===== src/rtl/hit_judge_if.sv =====
// hit_judge_if: player-pad and judgement-pulse signals for hit_judge.
//   button, arrowEnter      : pad input and arrow-entered pulse (into the judge)
//   plus2, plus1, minus2    : registered one-cycle judgement pulses (out of the judge)
//   active                  : judgement window open (out of the judge)
interface hit_judge_if;
    logic button;
    logic arrowEnter;
    logic plus2;
    logic plus1;
    logic minus2;
    logic active;
    modport master (output button, arrowEnter, input plus2, plus1, minus2, active);
    modport slave  (input button, arrowEnter, output plus2, plus1, minus2, active);
endinterface


===== src/rtl/hit_judge.sv =====
// hit_judge: timing-window judge for one arrow; grades a synchronized pad press as
// perfect (plus2), good (plus1) or miss (minus2).
//   Clock : rising-edge clock
//   Reset : synchronous active-high reset
//   bus   : hit_judge_if.slave (button, arrowEnter in; plus2, plus1, minus2, active out)
// Define HIT_JUDGE_STRAY_PENALTY_EN to penalise presses made while no arrow is pending.
module hit_judge #(
    parameter int unsigned EARLY_CYC   = 8,
    parameter int unsigned PERFECT_CYC = 4,
    parameter int unsigned LATE_CYC    = 8
) (
    input logic Clock,
    input logic Reset,
    hit_judge_if.slave bus
);
    typedef enum logic [1:0] {IDLE, EARLY, PERFECT, LATE} state_t;
    state_t state, state_nx;
    logic [7:0] cnt;
    // sync[0], sync[1]: synchronizer; sync[2]: previous synced value for edge detection
    logic [2:0] sync;
    logic press, last, plus2_nx, plus1_nx, minus2_nx;
    assign press = sync[1] & ~sync[2];
    assign last = state == EARLY   ? cnt == 8'(EARLY_CYC - 1) :
                  state == PERFECT ? cnt == 8'(PERFECT_CYC - 1) :
                  state == LATE    ? cnt == 8'(LATE_CYC - 1) : 1'b0;
    assign bus.active = state != IDLE;
    always_comb begin
        state_nx  = state;
        plus2_nx  = 1'b0;
        plus1_nx  = 1'b0;
        minus2_nx = 1'b0;
        case (state)
            IDLE: begin
                // a press coinciding with arrowEnter is discarded
                if (bus.arrowEnter) state_nx = EARLY;
`ifdef HIT_JUDGE_STRAY_PENALTY_EN
                else if (press) minus2_nx = 1'b1;
`endif
            end
            EARLY: begin
                if (press) begin
                    plus1_nx = 1'b1;
                    state_nx = IDLE;
                end else if (last) state_nx = PERFECT;
            end
            PERFECT: begin
                if (press) begin
                    plus2_nx = 1'b1;
                    state_nx = IDLE;
                end else if (last) state_nx = LATE;
            end
            default: begin
                // a press on the final late cycle beats the timeout
                if (press) begin
                    plus1_nx = 1'b1;
                    state_nx = IDLE;
                end else if (last) begin
                    minus2_nx = 1'b1;
                    state_nx  = IDLE;
                end
            end
        endcase
    end
    always_ff @(posedge Clock) begin
        if (Reset) begin
            state      <= IDLE;
            cnt        <= '0;
            sync       <= '0;
            bus.plus2  <= 1'b0;
            bus.plus1  <= 1'b0;
            bus.minus2 <= 1'b0;
        end else begin
            state      <= state_nx;
            cnt        <= (state_nx != state || state == IDLE) ? 8'd0 : cnt + 8'd1;
            sync       <= {sync[1:0], bus.button};
            bus.plus2  <= plus2_nx;
            bus.plus1  <= plus1_nx;
            bus.minus2 <= minus2_nx;
        end
    end
endmodule


===== src/flat_wrapper.sv =====
// flat-port wrapper written by rule: the top's interface ports become plain ports
module hit_judge_flat 
#(
    parameter int unsigned EARLY_CYC   = 8,
    parameter int unsigned PERFECT_CYC = 4,
    parameter int unsigned LATE_CYC    = 8
)
  (Clock, Reset, bus_button, bus_arrowEnter, bus_plus2, bus_plus1, bus_minus2, bus_active);
  hit_judge_if bus_i ();
  input logic Clock;
  input logic Reset;
  input wire logic [$bits(bus_i.button)-1:0] bus_button;
  input wire logic [$bits(bus_i.arrowEnter)-1:0] bus_arrowEnter;
  output wire logic [$bits(bus_i.plus2)-1:0] bus_plus2;
  output wire logic [$bits(bus_i.plus1)-1:0] bus_plus1;
  output wire logic [$bits(bus_i.minus2)-1:0] bus_minus2;
  output wire logic [$bits(bus_i.active)-1:0] bus_active;
  assign bus_i.button = bus_button;
  assign bus_i.arrowEnter = bus_arrowEnter;
  assign bus_plus2 = bus_i.plus2;
  assign bus_plus1 = bus_i.plus1;
  assign bus_minus2 = bus_i.minus2;
  assign bus_active = bus_i.active;
  hit_judge #(.EARLY_CYC(EARLY_CYC), .PERFECT_CYC(PERFECT_CYC), .LATE_CYC(LATE_CYC)) u_core (.Clock(Clock), .Reset(Reset), .bus(bus_i));
endmodule

===== config.mk =====
export PLATFORM = sky130hd
export DESIGN_NAME = hit_judge_flat
export DESIGN_NICKNAME = d
export VERILOG_FILES = /design/src/rtl/hit_judge_if.sv /design/src/rtl/hit_judge.sv /design/src/flat_wrapper.sv
export SDC_FILE = /design/constraint.sdc
export NUM_CORES = 1
export LEC_CHECK = 0
export ABC_CLOCK_PERIOD_IN_PS = 2200
export CAP_MARGIN = 30
export CORE_MARGIN = 2
export CORE_UTILIZATION = 54
export DETAILED_ROUTE_END_ITERATION = 6
export PLACE_DENSITY = 0.76
export SETUP_SLACK_MARGIN = 0.5
export SYNTH_ARGS = -nofsm -noshare
export SYNTH_HDL_FRONTEND = slang
export SYNTH_SLANG_ARGS = --single-unit

===== constraint.sdc =====
create_clock -name Clock -period 2.2 [get_ports Clock]
set_input_delay 0.33 -clock Clock [delete_from_list [all_inputs] [get_ports Clock]]
set_output_delay 0.33 -clock Clock [all_outputs]
set_load 0.05 [all_outputs]

==> out/summary.log, run 1 <==
qor: outcome.status complete, no violations
qor: timing.worst_slew_pin_slew 0.504 ns
qor: synthesis.synth-warning-count 0
qor: timing.grt_setup_unrepaired true
qor: timing.hold_viol_final 0
qor: hold_path.hp-start u_core.sync[0]
qor: critical_path.worstPathArrival 1.90 ns
qor: flow_run.maxCapViolations 0
qor: power.max-vdd-ir-drop 0.427 mV
qor: timing.final_critical_path_share_of_the_clock_period 0.790
qor: timing.drv_slew 0
qor: floorplanning.floorplan.die_area 0.00186 mm²
qor: synthesis.synth.most_common_cell sky130_fd_sc_hd__dfxtp_1
qor: clock_network.tritoncts.num_buffers 3
qor: timing.timing.fmax 0.576 GHz
qor: timing.fin_crit 1.74 ns
qor: synthesis.synth_sequential_area_ratio 0.388
qor: drt.vias_per_cell 5.77
qor: synthesis.dominantRegCellSynth sky130_fd_sc_hd__dfxtp_1
qor: placed_design.post-dp-hpwl 1110 µm
qor: placed_design.place_inst 109
qor: synthesis.synth.largest_area_cell sky130_fd_sc_hd__dfxtp_1
qor: floorplanning.rows 14
qor: cells_and_area.utilization 0.740
qor: timing.fin_worst_skew 0.000827 ns
qor: clock_network.tritoncts_clock_tree built
qor: drt.drt_iter0_drc 10
qor: timing.finalSetupViolations 0
qor: drt.firstDrtPassIters 4
qor: critical_path.setup.worst_path.start u_core.state[0]
qor: cells_and_area.post_layout_nonfiller_instances 116
qor: critical_path.endpoint_kind flop
qor: hold_path.worst_hold_path_type reg -> reg
qor: floorplanning.num_io_pins 8
qor: global_route.first_global_vias 629
qor: critical_path.worst-endpoint-required 2.36 ns
qor: cells_and_area.final_nets 112
qor: clock_network.clkTransAtPathRegs 0.08 ns
qor: global_route.grt-ovfl-total 0
qor: timing.fin_worst_hold_slack 0.446 ns
qor: synthesis.synthesis.area 826 µm²
qor: clock_network.root_buf_cell sky130_fd_sc_hd__clkbuf_4
qor: placed_design.globalplace.congestion 0.874
qor: placed_design.placement.io_buffers 7
qor: floorplanning.floorplan.initialDensity 0.561
qor: timing.fin_ws 0.463 ns
qor: critical_path.crit_path_start_kind flop
qor: critical_path.reg2reg_from u_core.state[0]
qor: clock_network.postCtsHoldBufs 0
qor: synthesis.postSynthNetCount 98
qor: synthesis.synthArstFlopShare 0
qor: drt.detail-route-antenna-nets 0
qor: synthesis.yosys-top-cells-count sky130_fd_sc_hd__dfxtp_1, sky130_fd_sc_hd__nor2_1, sky130_fd_sc_hd__nor3_1
qor: placed_design.place_worst_setup_slack 0.261 ns
qor: timing.setup_total_negative_slack 0 ns
qor: cells_and_area.drive_gt1_frac 0.350
qor: drt.total_wire_length 1650 µm
qor: global_route.grt_max_degree 10
qor: synthesis.synth_area_leaders sky130_fd_sc_hd__dfxtp_1, sky130_fd_sc_hd__ha_1, sky130_fd_sc_hd__nor2b_1, sky130_fd_sc_hd__nor3_1, sky130_fd_sc_hd__nor2_1
qor: floorplanning.dieWidth 43.1 µm
qor: synthesis.synth_enable_flop_cells 0
qor: floorplanning.floorplan.core_area 0.00147 mm²
qor: clock_network.worstSkewPairLatency 0.27 ns
qor: timing.maxSlewHeadroom 0.659
qor: power.total_leakage_power 0.382 nW
qor: global_route.global_route_wire_length_before_repair 2640 µm
qor: floorplanning.floorplan.die.height 43.1 µm
qor: drt.vias 669
qor: synthesis.avgSynthCellArea 9.38 µm²
qor: power.power_density 503 mW/mm²
qor: synthesis.synth_cell_types 33
qor: clock_network.number_of_h_tree_branching_levels 1
qor: clock_network.cts_max_path_buffers 2
qor: cells_and_area.num_antenna_cells 0
qor: synthesis.post-synth-top-area-fraction 0.388
qor: synthesis.postSynthRegisterBits 16
qor: critical_path.crit_path_max_fanout 9
qor: global_route.grt_overall_usage 0.186
qor: synthesis.syn-instance-count 88
qor: critical_path.critical_path_class reg -> reg
qor: global_route.antenna_found_initial 0
qor: clock_network.cts_num_sinks 16
qor: cells_and_area.area_growth_syn_to_layout 31.8%
qor: drt.route.detailed.wl_per_inst 14.2 µm
qor: drt.drc 0
## metrics by stage
step                      power [mW]  area (µm²)
after floorplan                0.361         836
after global placement         0.382         911
after detailed placement       0.382         911
after CTS                      0.541        1010
after global routing           0.576        1090
final                          0.547        1090
## final timing paths
kind | cells after the start | slack, ns | to
hold reg to reg | 1 | 0.45 | u_core.sync[1]
setup / recovery | 6 | 0.46 | u_core.cnt[2]
hold / removal | 1 | 0.45 | u_core.sync[1]
setup reg to reg | 6 | 0.46 | u_core.cnt[2]
## routing by layer
layer | GRT usage | vias to the layer above | wire length, µm
met1 | 0.213 | 314 | 654
met5 | 0 | - | 0
met3 | 0.0638 | 2 | 64
li1 | - | 337 | -
met2 | 0.340 | 16 | 916
met4 | 0.0182 | 0 | 15
## critical path: stages, from the launching register on
cell	delay, ns
sky130_fd_sc_hd__dfxtp_4	0.37
sky130_fd_sc_hd__inv_2	0.08
sky130_fd_sc_hd__ha_4	0.19
sky130_fd_sc_hd__nor4b_1	0.45
sky130_fd_sc_hd__a221oi_2	0.10
sky130_fd_sc_hd__o21ai_4	0.34
sky130_fd_sc_hd__nor4b_2	0.09
## final cells by class
type	count	area (µm²)
well taps	16	20.0
multi-input cells	66	591
flip-flops and latches	16	328
clock buffers	3	22.5
fillers	108	383
inverters	3	13.8
repair buffers	12	114
## layout by cell type, fill, tap and decap left out, drive strengths merged, types with 2 or more instances in the layout
| cell | n |
|---|---|
| dfxtp | 16 |
| nor2 | 8 |
| nor3 | 7 |
| nor2b | 6 |
| buf | 6 |
| ha | 6 |
| nand3 | 4 |
| nand2 | 3 |
| xor2 | 3 |
| clkbuf | 3 |
| clkdlybuf4s50 | 3 |
| dlygate4sd2 | 3 |
| nor4b | 3 |
| o21ai | 3 |
| inv | 3 |
| nor4 | 2 |
| nand2b | 2 |
| xnor2 | 2 |
| o31ai | 2 |
| a21oi | 2 |
| nor3b | 2 |
## state kept, by name, indices dropped and copies added, names as in the netlist
| name | cells |
|---|---|
| u_core.cnt | 8 |
| u_core.bus.plus1 | 1 |
| u_core.bus.plus2 | 1 |
| u_core.bus.minus2 | 1 |
| u_core.sync | 3 |
| u_core.state | 2 |
## power breakdown
| group | total (mW) | switching (mW) | internal (mW) |
|---|---|---|---|
| combinational | 0.101 | 0.0578 | 0.0436 |
| sequential | 0.302 | 0.00689 | 0.295 |
| clock | 0.143 | 0.0800 | 0.0634 |
## what timing repair did
action                     CTS  global route
setup buffers                2             2
gates resized for setup     19            11
pin swaps                    3             6
setup endpoints to repair   14            10
cloned                       0             0
## cell families (layout without fill, tap and decap cells)
| family | after synthesis | after routing | synth area share |
|---|---|---|---|
| flip-flops | 16 | 16 | 0.388 |
| XOR/XNOR | 5 | 5 | 0.0530 |
| multiplexers | 1 | 1 | 0.0121 |
| adder cells (fa/ha/maj) | 6 | 6 | 0.0909 |
| AO/OA/AOI/OAI | 12 | 12 | 0.124 |
| buffers and inverters | 6 | 18 | 0.0379 |
| AND/OR/NAND/NOR | 42 | 42 | 0.294 |
Note: power is estimated with default switching activity, not from simulation.
==> inputs of run 2 (changes only) <==
--- a/config.mk
+++ b/config.mk
@@ -5,12 +5,12 @@
 export SDC_FILE = /design/constraint.sdc
 export NUM_CORES = 1
 export LEC_CHECK = 0
-export ABC_CLOCK_PERIOD_IN_PS = 2200
+export ABC_CLOCK_PERIOD_IN_PS = 1500
 export CAP_MARGIN = 30
 export CORE_MARGIN = 2
-export CORE_UTILIZATION = 54
+export CORE_UTILIZATION = 48
 export DETAILED_ROUTE_END_ITERATION = 6
-export PLACE_DENSITY = 0.76
+export PLACE_DENSITY = 0.72
 export SETUP_SLACK_MARGIN = 0.5
 export SYNTH_ARGS = -nofsm -noshare
 export SYNTH_HDL_FRONTEND = slang
==> constraint.sdc (replaced) <==
create_clock -name Clock -period 1.5 [get_ports Clock]
set_input_delay 0.225 -clock Clock [delete_from_list [all_inputs] [get_ports Clock]]
set_output_delay 0.225 -clock Clock [all_outputs]
set_load 0.05 [all_outputs]
==> run 2 against run 1 <==
  * The run now ends with negative setup slack left
  * Via count rose by 30%
  * Final cell count rose by 24%
  * Worst setup slack got worse by 0.73 ns
  * First-iteration DRC count rose to 4.2 times the previous value
  * Non-clock buffer count rose by 27
  * Flip-flop and latch count did not move
  * Sequential power rose by 48%
  * Clock skew rose by 0.0029 ns
  * Die area rose by 11%
  * Register-to-register slack got worse by 0.73 ns
  * Combinational power rose by 120%
  * Power rose by 78%
==> out/summary.log, run 2 (synthesis results as in run 1) <==
qor: drt.drt_iter0_drc 42 [+32]
qor: floorplanning.floorplan.die_area 0.00207 mm² [+11%]
qor: timing.worst_slew_pin_slew 0.401 ns [-0.103 ns]
qor: global_route.first_global_vias 849 [+35%]
qor: clock_network.root_buf_cell sky130_fd_sc_hd__clkbuf_4
qor: drt.drc 0 [unchanged]
qor: critical_path.slowest_cell_on_the_critical_path sky130_fd_sc_hd__dfxtp_4
qor: drt.firstDrtPassIters 4 [unchanged]
qor: cells_and_area.post_layout_nonfiller_instances 144 [+24%]
qor: placed_design.placement.io_buffers 7 [unchanged]
qor: timing.grt_setup_unrepaired true
qor: cells_and_area.most_frequent_cells_in_the_layout sky130_fd_sc_hd__buf_4, sky130_fd_sc_hd__dfxtp_1, sky130_fd_sc_hd__nor2b_1, sky130_fd_sc_hd__nor2_1
qor: clock_network.cts_num_sinks 16 [unchanged]
qor: floorplanning.dieWidth 45.5 µm [+5.5%]
qor: cells_and_area.fill_cells 46 [-57%]
qor: placed_design.post-dp-hpwl 1400 µm [+27%]
qor: critical_path.critical_path_class reg -> reg
qor: critical_path.crit_path_start_kind flop
qor: timing.final_critical_path_share_of_the_clock_period 1.18 [+0.390]
qor: cells_and_area.largestRegisters u_core.cnt x8, u_core.sync x3, u_core.state x2
qor: global_route.grt-ovfl-total 0 [unchanged]
qor: drt.vias 870 [+30%]
qor: clock_network.tritoncts.num_buffers 3 [unchanged]
qor: clock_network.worstSkewPairLatency 0.30 ns [+0.03 ns]
qor: timing.fin_worst_hold_slack 0.503 ns [+0.0566 ns]
qor: clock_network.number_of_h_tree_branching_levels 1 [unchanged]
qor: timing.fin_ws -0.270 ns [-0.733 ns]
qor: global_route.grt_max_degree 10 [unchanged]
qor: timing.hold_viol_final 0 [unchanged]
qor: cells_and_area.drive_gt1_frac 0.586 [+0.236]
qor: drt.detail-route-antenna-nets 0 [unchanged]
qor: timing.fin_worst_skew 0.00370 ns [+0.00287 ns]
qor: clock_network.tritoncts_clock_tree built
qor: cells_and_area.top_register u_core.cnt
qor: global_route.antenna_found_initial 0 [unchanged]
qor: floorplanning.floorplan.initialDensity 0.530 [-0.0315]
qor: timing.maxSlewHeadroom 0.730 [+0.0714]
qor: cells_and_area.num_antenna_cells 0 [unchanged]
qor: clock_network.cts_max_path_buffers 2 [unchanged]
qor: critical_path.path_cells buf_6, ha_4, nand2b_4, nor2_4, or3_4, a31oi_4, buf_12, nor4b_4
qor: critical_path.max_stage_delay 0.41 ns [-0.04 ns]
qor: drt.vias_per_cell 6.04 [+4.8%]
qor: cells_and_area.final_nets 139 [+24%]
qor: floorplanning.num_io_pins 8 [unchanged]
qor: global_route.global_route_wire_length_before_repair 3910 µm [+48%]
qor: power.power_density 685 mW/mm² [+36%]
qor: floorplanning.floorplan.die.height 45.5 µm [+5.5%]
qor: drt.total_wire_length 2870 µm [+74%]
qor: flow_run.maxCapViolations 0 [unchanged]
qor: critical_path.crit_path_max_fanout 7 [-2]
qor: outcome.violations negative setup slack
qor: timing.timing.fmax 0.565 GHz [-1.9%]
qor: timing.fin_crit 1.77 ns [+0.0329 ns]
qor: cells_and_area.largest_register_ff_count 8 [unchanged]
qor: power.max-vdd-ir-drop 0.785 mV [+84%]
qor: critical_path.worst-endpoint-required 1.69 ns [-0.67 ns]
qor: clock_network.postCtsHoldBufs 0 [unchanged]
qor: cells_and_area.area_growth_syn_to_layout 72.1%
qor: power.total_leakage_power 0.543 nW [+42%]
qor: floorplanning.rows 14 [unchanged]
qor: placed_design.globalplace.congestion 0.808 [-7.5%]
qor: critical_path.worstPathArrival 1.96 ns [+0.06 ns]
qor: floorplanning.floorplan.core_area 0.00156 mm² [+6.0%]
qor: critical_path.endpoint_kind flop
qor: drt.route.detailed.wl_per_inst 19.9 µm [+40%]
qor: timing.finalSetupViolations 12 [+12]
qor: timing.drv_slew 0 [unchanged]
qor: hold_path.worst_hold_path_type reg -> reg
qor: outcome.status finished with violations
qor: global_route.grt_overall_usage 0.274 [+0.0884]
qor: clock_network.clkTransAtPathRegs 0.10 ns [+0.02 ns]
qor: cells_and_area.layout_commonest_cell sky130_fd_sc_hd__buf_4
qor: placed_design.place_inst 133 [+22%]
[run 2: changes by cell type in the layout (fill, tap and decap cells not counted), sizes merged]
cell	delta
clkinvlp	+1
dlygate4sd2	-3
buf	+30
inv	-1
clkbuf	+1
[run 2: layer usage]
| metal | track usage | part of all wire | vias to the layer above |
|---|---|---|---|
| met3 | 0.0437 | 0.079 | 3 |
| met1 | 0.331 | 0.40 | 410 |
| met2 | 0.451 | 0.51 | 64 |
| li1 | - | - | 393 |
| met4 | 0.171 | 0.0087 | 0 |
| met5 | 0 | 0 | - |
[run 2: repair_timing]
action | in CTS | in global routing
buffers inserted | 2 | 5
resized for setup | 23 | 12
pin swaps | 4 | 7
gates cloned | 0 | 0
endpoints found under the setup margin | 17 | 17
[run 2: report_power, final]
| part | switching, mW | internal (mW) | leakage [nW] | total [mW] |
|---|---|---|---|---|
| sequential | 0.0127 | 0.434 | 0.133 | 0.446 |
| combinational | 0.113 | 0.113 | 0.389 | 0.226 |
| clock | 0.153 | 0.148 | 0.0210 | 0.301 |
[run 2: worst paths after layout]
path | start | end | slack, ns | depth (start not counted)
max | u_core.state[1] | u_core.cnt[2] | -0.27 | 8
min reg2reg | u_core.sync[1] | u_core.sync[2] | 0.50 | 1
max reg2reg | u_core.state[1] | u_core.cnt[2] | -0.27 | 8
min | u_core.sync[1] | u_core.sync[2] | 0.50 | 1
[run 2: final cells by class]
type | count | area [µm²] | share of cell area
Timing Repair Buffer | 39 | 379 | 0.267
Clock buffer | 4 | 36.3 | 0.0255
Sequential cell | 16 | 333 | 0.234
Inverter | 3 | 17.5 | 0.0123
Multi-Input combinational cell | 66 | 636 | 0.447
Tap cell | 16 | 20.0 | 0.0141
[run 2: metrics by stage]
step,instance area (µm²),worst slack [ns],setup TNS [ns],utilization,power [mW]
6_report,1420,-0.270,-2.54,0.912,0.974
5_1_grt,1420,-0.310,-3.13,0.912,0.998
4_1_cts,1290,-0.182,-1.66,0.831,0.934
3_5_place_dp,1150,-0.235,-1.92,0.740,0.625
3_3_place_gp,1150,-0.176,-1.56,0.740,0.624
2_1_floorplan,902,-0.0925,-0.701,-,0.544
[run 2: critical path, delay by kind of cell, from the launching register on]
kind                       cells  cell delay, ns
and+or+nand+nor                4            0.58
AOI/OAI and AO/OA              1            0.21
DFF                            1            0.41
adders and majority gates      1            0.18
buffers and inverters          2            0.27
==> inputs of run 3 (changes only) <==
--- a/config.mk
+++ b/config.mk
@@ -8,9 +8,9 @@
 export ABC_CLOCK_PERIOD_IN_PS = 1500
 export CAP_MARGIN = 30
 export CORE_MARGIN = 2
-export CORE_UTILIZATION = 48
+export CORE_UTILIZATION = 40
 export DETAILED_ROUTE_END_ITERATION = 6
-export PLACE_DENSITY = 0.72
+export DONT_BUFFER_PORTS = 1
 export SETUP_SLACK_MARGIN = 0.5
 export SYNTH_ARGS = -nofsm -noshare
 export SYNTH_HDL_FRONTEND = slang
==> run 3 against run 2 <==
  * Sequential power barely moved
  * The run still ends with negative setup slack left
  * Highest routed layer unchanged
  * Fmax rose by 3.6%
  * Flip-flop and latch count did not move
  * Via count fell by 14%
  * Register-to-register slack improved by 0.06 ns
  * Routed wire length fell by 29%
  * Clock skew rose by 0.0052 ns
  * Power fell by 5.9%
  * First-iteration DRC count fell by 71%
==> out/summary.log, run 3 (synthesis results as in run 1) <==
qor: global_route.grt-ovfl-total 0 [unchanged]
qor: power.max-vdd-ir-drop 0.723 mV [-7.8%]
qor: critical_path.crit_path_max_fanout 8 [+1]
qor: floorplanning.floorplan.die.height 49.4 µm [+8.7%]
qor: floorplanning.num_io_pins 8 [unchanged]
qor: drt.drc 0 [unchanged]
qor: clock_network.worstSkewPairLatency 0.29 ns [about the same]
qor: timing.drv_slew 0 [unchanged]
qor: critical_path.max_stage_delay 0.42 ns [about the same]
qor: timing.fin_crit 1.71 ns [-0.0610 ns]
qor: hold_path.worst_hold_path_type in -> reg
qor: critical_path.critical_path_class reg -> reg
qor: timing.timing.fmax 0.585 GHz [+3.6%]
qor: floorplanning.floorplan.die_area 0.00244 mm² [+18%]
qor: cells_and_area.multi_input_comb_area 633 µm² [-0.39%]
qor: floorplanning.floorplan.initialDensity 0.421 [-0.109]
qor: clock_network.number_of_h_tree_branching_levels 1 [unchanged]
qor: critical_path.worst-endpoint-required 1.68 ns [about the same]
qor: flow_run.maxCapViolations 0 [unchanged]
qor: timing.fin_worst_skew 0.00892 ns [+0.00522 ns]
qor: power.report.power.total 916 µW [-5.9%]
qor: timing.hold_viol_final 0 [unchanged]
qor: timing.fin_worst_hold_slack 0.0214 ns [-0.481 ns]
qor: drt.vias 749 [-14%]
qor: drt.drt_iter0_drc 12 [-71%]
qor: drt.total_wire_length 2050 µm [-29%]
qor: placed_design.place_inst 135 [+1.5%]
qor: timing.fin_ws -0.209 ns [+0.0610 ns]
qor: clock_network.root_buf_cell sky130_fd_sc_hd__clkbuf_4
qor: cells_and_area.final_nets 127 [-8.6%]
qor: cells_and_area.fill_cells 167 [+260%]
qor: timing.grt_setup_unrepaired true
qor: clock_network.cts_max_path_buffers 2 [unchanged]
qor: cells_and_area.layout.area.seq 332 µm² [-0.38%]
qor: drt.firstDrtPassIters 4 [unchanged]
qor: global_route.grt_max_degree 10 [unchanged]
qor: drt.detail-route-antenna-nets 0 [unchanged]
qor: timing.maxSlewHeadroom 0.759 [+0.0290]
qor: floorplanning.rows 16 [+2]
qor: placed_design.placement.io_buffers 0 [-7]
qor: timing.final_critical_path_share_of_the_clock_period 1.14 [-0.0407]
qor: outcome.violations negative setup slack
qor: cells_and_area.largest_register_ff_count 8 [unchanged]
qor: timing.worst_slew_pin_slew 0.360 ns [-0.0408 ns]
qor: cells_and_area.area_growth_syn_to_layout 55.6%
qor: cells_and_area.drive_gt1_frac 0.578 [-0.00835]
qor: clock_network.clkTransAtPathRegs 0.10 ns [about the same]
qor: global_route.antenna_found_initial 0 [unchanged]
qor: critical_path.endpoint_kind flop
qor: global_route.global_route_wire_length_before_repair 3280 µm [-16%]
qor: drt.route.detailed.wl_per_inst 14.3 µm [-28%]
qor: clock_network.tritoncts_clock_tree built
qor: drt.vias_per_cell 5.24 [-13%]
qor: cells_and_area.layout_commonest_cell sky130_fd_sc_hd__buf_4
qor: cells_and_area.most_frequent_cells_in_the_layout sky130_fd_sc_hd__buf_4, sky130_fd_sc_hd__dfxtp_1, sky130_fd_sc_hd__nor2_1
qor: power.power_density 713 mW/mm² [+4.1%]
qor: outcome.status finished with violations
qor: timing.finalSetupViolations 12 [unchanged]
qor: critical_path.crit_path_start_kind flop
qor: placed_design.post-dp-hpwl 1410 µm [+0.21%]
qor: clock_network.cts_num_sinks 16 [unchanged]
qor: critical_path.slowest_cell_on_the_critical_path sky130_fd_sc_hd__dfxtp_4
qor: power.total_leakage_power 0.459 nW [-16%]
qor: cells_and_area.top_register u_core.cnt
qor: placed_design.globalplace.congestion 0.806 [-0.35%]
qor: floorplanning.dieWidth 49.4 µm [+8.7%]
qor: global_route.first_global_vias 765 [-9.9%]
qor: critical_path.path_cells buf_6, ha_4, nand2b_4, nor2_2, or3_4, a31oi_4, buf_12, nor3b_1
qor: cells_and_area.largestRegisters u_core.cnt x8, u_core.sync x3, u_core.state x2
qor: global_route.grt_overall_usage 0.177 [-0.0976]
qor: cells_and_area.post_layout_nonfiller_instances 143 [-0.69%]
qor: floorplanning.floorplan.core_area 0.00196 mm² [+26%]
qor: cells_and_area.num_antenna_cells 0 [unchanged]
qor: clock_network.tritoncts.num_buffers 3 [unchanged]
qor: critical_path.worstPathArrival 1.89 ns [-0.07 ns]
## run 3: cell count changes in the layout (fill, tap and decap cells not counted), moves of 2 or more
cell,previous run,this run
sky130_fd_sc_hd__buf_12,3,1
sky130_fd_sc_hd__clkdlybuf4s50_1,3,0
sky130_fd_sc_hd__buf_8,3,0
sky130_fd_sc_hd__buf_4,25,21
sky130_fd_sc_hd__nor2b_1,6,4
## run 3: area by class of cell
| type | count | area share |
|---|---|---|
| repair buffers | 27 | 0.181 |
| well taps | 27 | 0.0263 |
| inverters | 3 | 0.0136 |
| multi-input cells | 66 | 0.493 |
| clock buffers | 4 | 0.0282 |
| flip-flops and latches | 16 | 0.258 |
## run 3: metrics by stage
step,TNS [ns],utilization,cell area [µm²],worst slack [ns]
floorplan,-0.701,-,902,-0.0925
global placement,-1.74,0.550,1080,-0.210
detailed placement,-1.98,0.550,1080,-0.243
CTS,-1.60,0.596,1170,-0.172
global route,-2.66,0.655,1280,-0.266
finish,-1.95,0.655,1280,-0.209
## run 3: critical path: cells and delay by family (launching register included)
kind            cells  cell delay, ns
flops               1            0.42
fa+ha+maj           1            0.17
simple gates        4            0.57
compound gates      1            0.17
buf+inv             2            0.26
## run 3: path summary, 6_finish.rpt
| path | endpoint | depth (start not counted) | slack (ns) | start |
|---|---|---|---|---|
| worst min-delay path | u_core.state[0] | 1 | 0.02 | Reset |
| worst min register to register | u_core.sync[1] | 1 | 0.46 | u_core.sync[0] |
| worst max-delay path | u_core.cnt[1] | 8 | -0.21 | u_core.state[0] |
| worst max register to register | u_core.cnt[1] | 8 | -0.21 | u_core.state[0] |
## run 3: routing by layer
layer,up-vias,part of all wire,track usage
met5,-,0,0
met4,0,0.013,0.0602
met3,5,0.028,0.0368
met2,15,0.54,0.347
met1,358,0.41,0.182
li1,371,-,-
## run 3: repair_timing
action                                  CTS  global route
endpoints found under the hold margin     6             0
pin swaps                                 5            11
setup buffers                             1             2
gates resized for setup                  11            17
hold buffers                              1             0
endpoints found under the setup margin   17            17
## run 3: report_power, final
part / leakage [nW] / internal, mW / switching (mW)
Combinational: 0.305 / 0.0887 / 0.0935
Sequential: 0.133 / 0.433 / 0.0148
Clock: 0.0210 / 0.148 / 0.138
